==> src/rtl/seq_gen_sched.sv <==
// Round-robin front end sharing one sequence engine; grant -> eng_clr next cycle -> first beat the cycle after.
// Beats hold stable while out_ready is low; the engine only steps on an accepted beat.
module seq_gen_sched #(
  parameter int DataBus = 32,
  parameter int NUM_REQ = 4,
  parameter int LenW    = 8,
  parameter int IdW     = $clog2(NUM_REQ)
) (
  input  logic                     clk,
  input  logic                     reset,
  input  logic [NUM_REQ-1:0]       req_valid,
  input  logic [NUM_REQ*LenW-1:0]  req_len,
  output logic [NUM_REQ-1:0]       req_ready,
  output logic                     eng_clr,
  output logic                     eng_step,
  input  logic [DataBus-1:0]       eng_seq,
  output logic                     out_valid,
  output logic [DataBus-1:0]       out_data,
  output logic [IdW-1:0]           out_id,
  output logic                     out_last,
  input  logic                     out_ready
);

  typedef enum logic [1:0] {
    IDLE   = 2'd0,
    CLEAR  = 2'd1,
    STREAM = 2'd2
  } state_t;

  state_t          state, state_nxt;
  logic [IdW-1:0]  rr_ptr;
  logic [IdW-1:0]  cur_id;
  logic [LenW-1:0] cnt;
  logic [IdW-1:0]  grant_id;
  logic [LenW-1:0] grant_len;
  logic            grant_any;
  logic            xfer;
  logic [IdW:0]    scan_idx;

  // Scan from the highest offset down so the closest set bit at/after rr_ptr wins.
  always_comb begin
    grant_any = 1'b0;
    grant_id  = '0;
    scan_idx  = '0;
    for (int k = NUM_REQ - 1; k >= 0; k--) begin
      scan_idx = {1'b0, rr_ptr} + (IdW+1)'(k);
      if (scan_idx >= (IdW+1)'(NUM_REQ))
        scan_idx = scan_idx - (IdW+1)'(NUM_REQ);
      if (req_valid[scan_idx[IdW-1:0]]) begin
        grant_any = 1'b1;
        grant_id  = scan_idx[IdW-1:0];
      end
    end
  end

  assign grant_len = req_len[grant_id*LenW +: LenW];
  assign xfer      = (state == STREAM) && out_ready;

  always_ff @(posedge clk or posedge reset) begin
    if (reset) begin
      state <= IDLE;
    end else begin
      state <= state_nxt;
    end
  end

  always_comb begin
    state_nxt = state;
    req_ready = '0;
    eng_clr   = 1'b0;
    eng_step  = 1'b0;
    out_valid = 1'b0;
    out_data  = '0;
    out_id    = '0;
    out_last  = 1'b0;
    case (state)
      IDLE: begin
        // Reset gating keeps the accept pulse quiet while reset is held.
        if (grant_any && !reset) begin
          req_ready[grant_id] = 1'b1;
          if (grant_len != '0)
            state_nxt = CLEAR;
        end
      end
      CLEAR: begin
        eng_clr   = 1'b1;
        state_nxt = STREAM;
      end
      STREAM: begin
        out_valid = 1'b1;
        out_data  = eng_seq;
        out_id    = cur_id;
        out_last  = (cnt == LenW'(1));
        eng_step  = out_ready;
        if (out_ready && cnt == LenW'(1))
          state_nxt = IDLE;
      end
      default: state_nxt = IDLE;
    endcase
  end

  // A zero-length grant still latches and moves the pointer, but never leaves IDLE.
  always_ff @(posedge clk or posedge reset) begin
    if (reset) begin
      rr_ptr <= '0;
      cur_id <= '0;
      cnt    <= '0;
    end else if (state == IDLE && grant_any) begin
      cur_id <= grant_id;
      cnt    <= grant_len;
      rr_ptr <= (grant_id == IdW'(NUM_REQ - 1)) ? '0 : grant_id + IdW'(1);
    end else if (xfer) begin
      cnt <= cnt - LenW'(1);
    end
  end

endmodule

==> config.mk <==
export PLATFORM = sky130hd
export DESIGN_NAME = seq_gen_sched
export DESIGN_NICKNAME = d
export VERILOG_FILES = /design/src/rtl/seq_gen_sched.sv
export SDC_FILE = /design/constraint.sdc
export NUM_CORES = 1
export LEC_CHECK = 0
export ABC_AREA = 1
export ABC_CLOCK_PERIOD_IN_PS = 2800
export CORE_MARGIN = 2
export CORE_UTILIZATION = 37
export DETAILED_ROUTE_END_ITERATION = 7
export PLACE_DENSITY = 0.94
export RECOVER_POWER = 25
export SLEW_MARGIN = 20
export SYNTH_ARGS = -nofsm -noshare
export SYNTH_HDL_FRONTEND = slang
export SYNTH_SLANG_ARGS = --single-unit
export TNS_END_PERCENT = 5
==> constraint.sdc <==
create_clock -name clk -period 2.8 [get_ports clk]
set_clock_uncertainty 0.2 [all_clocks]
set_input_delay 0.42 -clock clk [delete_from_list [all_inputs] [get_ports clk]]
set_output_delay 0.42 -clock clk [all_outputs]
set_load 0.03 [all_outputs]
==> metrics.txt <==
final worst-path cycle share 96.33%; all-layer global routing usage 20.81%; Netlist cell types 33; CP Cell Sequence clkdlybuf4s50_1 -> inv_1 -> nand2_1 -> nand3_2 -> nand3_2 -> o21ai_4 -> nand2_2 -> nand2_4 -> ha_1 -> inv_2 -> nor2_4 -> buf_6; largest net degree at the start of global routing 38; sequential share of the synthesized area 20.10%; total grt overflow 0; Relative slew margins 51.07%; CP most frequent cell nand3_2; core area 0.004444 sq mm; reg2reg start rr_ptr[0]; CTS Buf Count 3; clk buf depth 2; PwrDens 1255 mW/mm^2; Worst-path clk slew 60 ps; Synthesized Nets 361; Slew @ Worst Pin 733.9 ps; area grow syn2layout 77.89%; remaining antenna violation count 0; number of buffers added on ports 112; status finished, final reports clean; HPWL after detailed placement 4.576 mm; Die Ht 72.64 microns; DRT iter0 DRCs 156; GRT met3 Usage 4.420%; GPL Wtd Cong 0.8850; Synth area leaders dfrtp_1, inv_1, nand2_1; I/O pin total 113; drc violations 0; fmax 370.7 MHz; critical path type input pin to output pin; TritonRoute pass-1 iters 4; hold crit path type flop to flop; area share of the largest cell type after synthesis 20.10%; worst vdd ir 0.9025 mV; Leakage Power 0.001536 uW; total number of vias 2225; Root Buffer Master clkbuf_8; critical path capture point type output pin; initial antenna violation count 0; Yosys reg bits 14; type of origin of the critical path input pin; Arr. time, crit path 2080 ps; max_cap viols 0; Final #Nets 485; FF-to-FF setup slack 460 ps; YS warnings 0; CP max stage cell clkdlybuf4s50_1; global routing's busiest layer met2; peak fanout along the critical path 4; Synth Instances 284; CTS tree built; Worst Setup SP req_valid[3]; die width 72.64 microns; starting density of the core 39.22%; clk_lat worst skew 250 ps; worst hold slack 298.7 ps; total clock sinks 14; count of final hold-check violations 0; Setup-failing EPs final 0; Final Max Slew Viols 0; syn avg cell area 6.137 sq um; WP depth 12; met2 Use GR 37.07%; # rows 24; Final Util 69.76%; vias in the first global route 2006; fin crit period 2697 ps; vias per inst 4.847; Worst R2R Path Depth 14; ratio of cells with drive above 1 in the final layout 18.18%; worst stage delay on the critical path 430 ps; global-route wire length before repair 8.832 mm; final WL 5.691 mm; crit-path leading delay family buffers and inverters; CTS H-tree depth 1; WP buf/inv 4; routed len/inst 12.40 microns; RR Endpoint state[0]; DIE AREA 0.005276 sq mm; post-synth top area cell dfrtp_1; CTS Hold Bufs 0; Critical path destination req_ready[0]; n_diodes 0; routing usage on met1 24.68%; Worst EP required 2180 ps; Cell Area, Synth 0.001743 sq mm
## flip-flops by register name, summed over array words and instances (netlist names)
name	flops
cnt	8
cur_id	2
state	2
rr_ptr	2
## cell type report
class	count	area, sq um
Clock buffer	4	55.05
Fill cell	345	1344
Inverter	59	231.5
Multi-Input combinational cell	203	1154
Sequential cell	14	352.8
Tap cell	52	65.06
Timing Repair Buffer	127	1242
## synth_stat cells
master / count
o21ai_2: 1
o21ai_1: 5
xnor2_1: 1
inv_2: 4
dfrtp_1: 14
nand2_2: 15
ha_1: 6
nor3_1: 1
nand2_4: 4
nand3_4: 2
a21oi_1: 7
nor4_1: 2
nand2_8: 1
o221ai_1: 1
o21ai_0: 4
buf_12: 1
buf_6: 3
inv_8: 1
o22ai_1: 1
nor2_1: 49
or2_1: 1
nand2_1: 52
inv_4: 1
xor2_1: 5
o211ai_1: 2
nand3_1: 36
inv_1: 53
nand3_2: 3
a21boi_4: 1
nor2_2: 1
buf_2: 1
nand4_1: 2
clkbuf_1: 3
## logic make-up (layout without fill, tap and decap cells)
logic type      after synthesis  after routing  synth area share [%]
simple gates                169            169                 47.38
xor+xnor                      6              6                 3.015
buf+inv                      67            190                 17.30
fa+ha+maj                     6              6                 4.307
flops                        14             14                 20.10
compound gates               22             22                 7.897
## placed cells by master (no fill, tap or decap), types with 2 or more instances in the layout
cell type / synthesis / routed
nor4_1: 2 / 2
ha_1: 6 / 6
buf_6: 3 / 2
o211ai_1: 2 / 2
dlymetal6s2s_1: 0 / 2
nand2_4: 4 / 5
nor2_4: 0 / 3
nor2_2: 1 / 4
nand4_1: 2 / 2
xor2_1: 5 / 5
nand3_4: 2 / 2
o21ai_1: 5 / 5
buf_4: 0 / 16
a21oi_1: 7 / 7
inv_1: 53 / 50
nand2_1: 52 / 48
nor2_1: 49 / 43
nand3_2: 3 / 5
nand2_2: 15 / 18
clkdlybuf4s50_1: 0 / 104
nand3_1: 36 / 34
dfrtp_2: 0 / 2
clkbuf_8: 0 / 4
o21ai_0: 4 / 4
dfrtp_1: 14 / 12
inv_2: 4 / 7
## stage by stage
stage / cell area [sq um] / setup slack, ps / total power (uW) / cells / setup TNS (ps)
3_5_place_dp: 2957 / -38.62 / 3489 / 453 / -59.30
6_report: 3100 / 102.6 / 3890 / 459 / 0
5_1_grt: 3100 / -0.2105 / 4211 / 459 / -0.2105
2_1_floorplan: 1743 / 279.9 / 2571 / 284 / 0
3_3_place_gp: 2957 / 48.58 / 3385 / 453 / 0
4_1_cts: 3024 / 2.679 / 3721 / 457 / 0
## metal layers
layer	share of wire [%]	wire length (microns)
met1	40	2270
met3	8.8	500
met4	2.2	123
met2	49	2798
met5	0	0
## where the power goes
part / total [uW] / leakage, uW / switching [uW] / internal (uW)
Clock: 205 / 0.0000288 / 79.7 / 125
Sequential: 424 / 0.000163 / 103 / 322
Combinational: 3260 / 0.00134 / 1990 / 1270
## worst register-to-register path, cell delays in order (launching register included)
cell and delay, ps:
dfrtp_2 500, inv_8 120, nand2_1 60, nand2_1 100, nand2_2 100, nand3_4 110, nand3_4 100, buf_4 150
buf_4 180, nand3_1 90, nand3_1 80, nand2_1 130, nand2_1 70, nor2_1 150, a21oi_1 90
## worst min path at each step
stage / startpoint / to / cells past startpoint
2_1_floorplan: reset / cnt[0] / 1
3_3_place_gp: cur_id[1] / cur_id[1] / 2
5_1_grt: cur_id[1] / cur_id[1] / 2
3_5_place_dp: cur_id[1] / cur_id[1] / 2
6_report: cur_id[1] / cur_id[1] / 2
4_1_cts: reset / state[1] / 3
## what timing repair did
| item | CTS | global route |
|---|---|---|
| hold endpoints to repair | 0 | 0 |
| gates resized for setup | 5 | 21 |
| pin swaps | 2 | 7 |
| setup buffers | 0 | 2 |
| setup endpoints to repair | 4 | 4 |
Note: power is estimated with default switching activity, not from simulation.
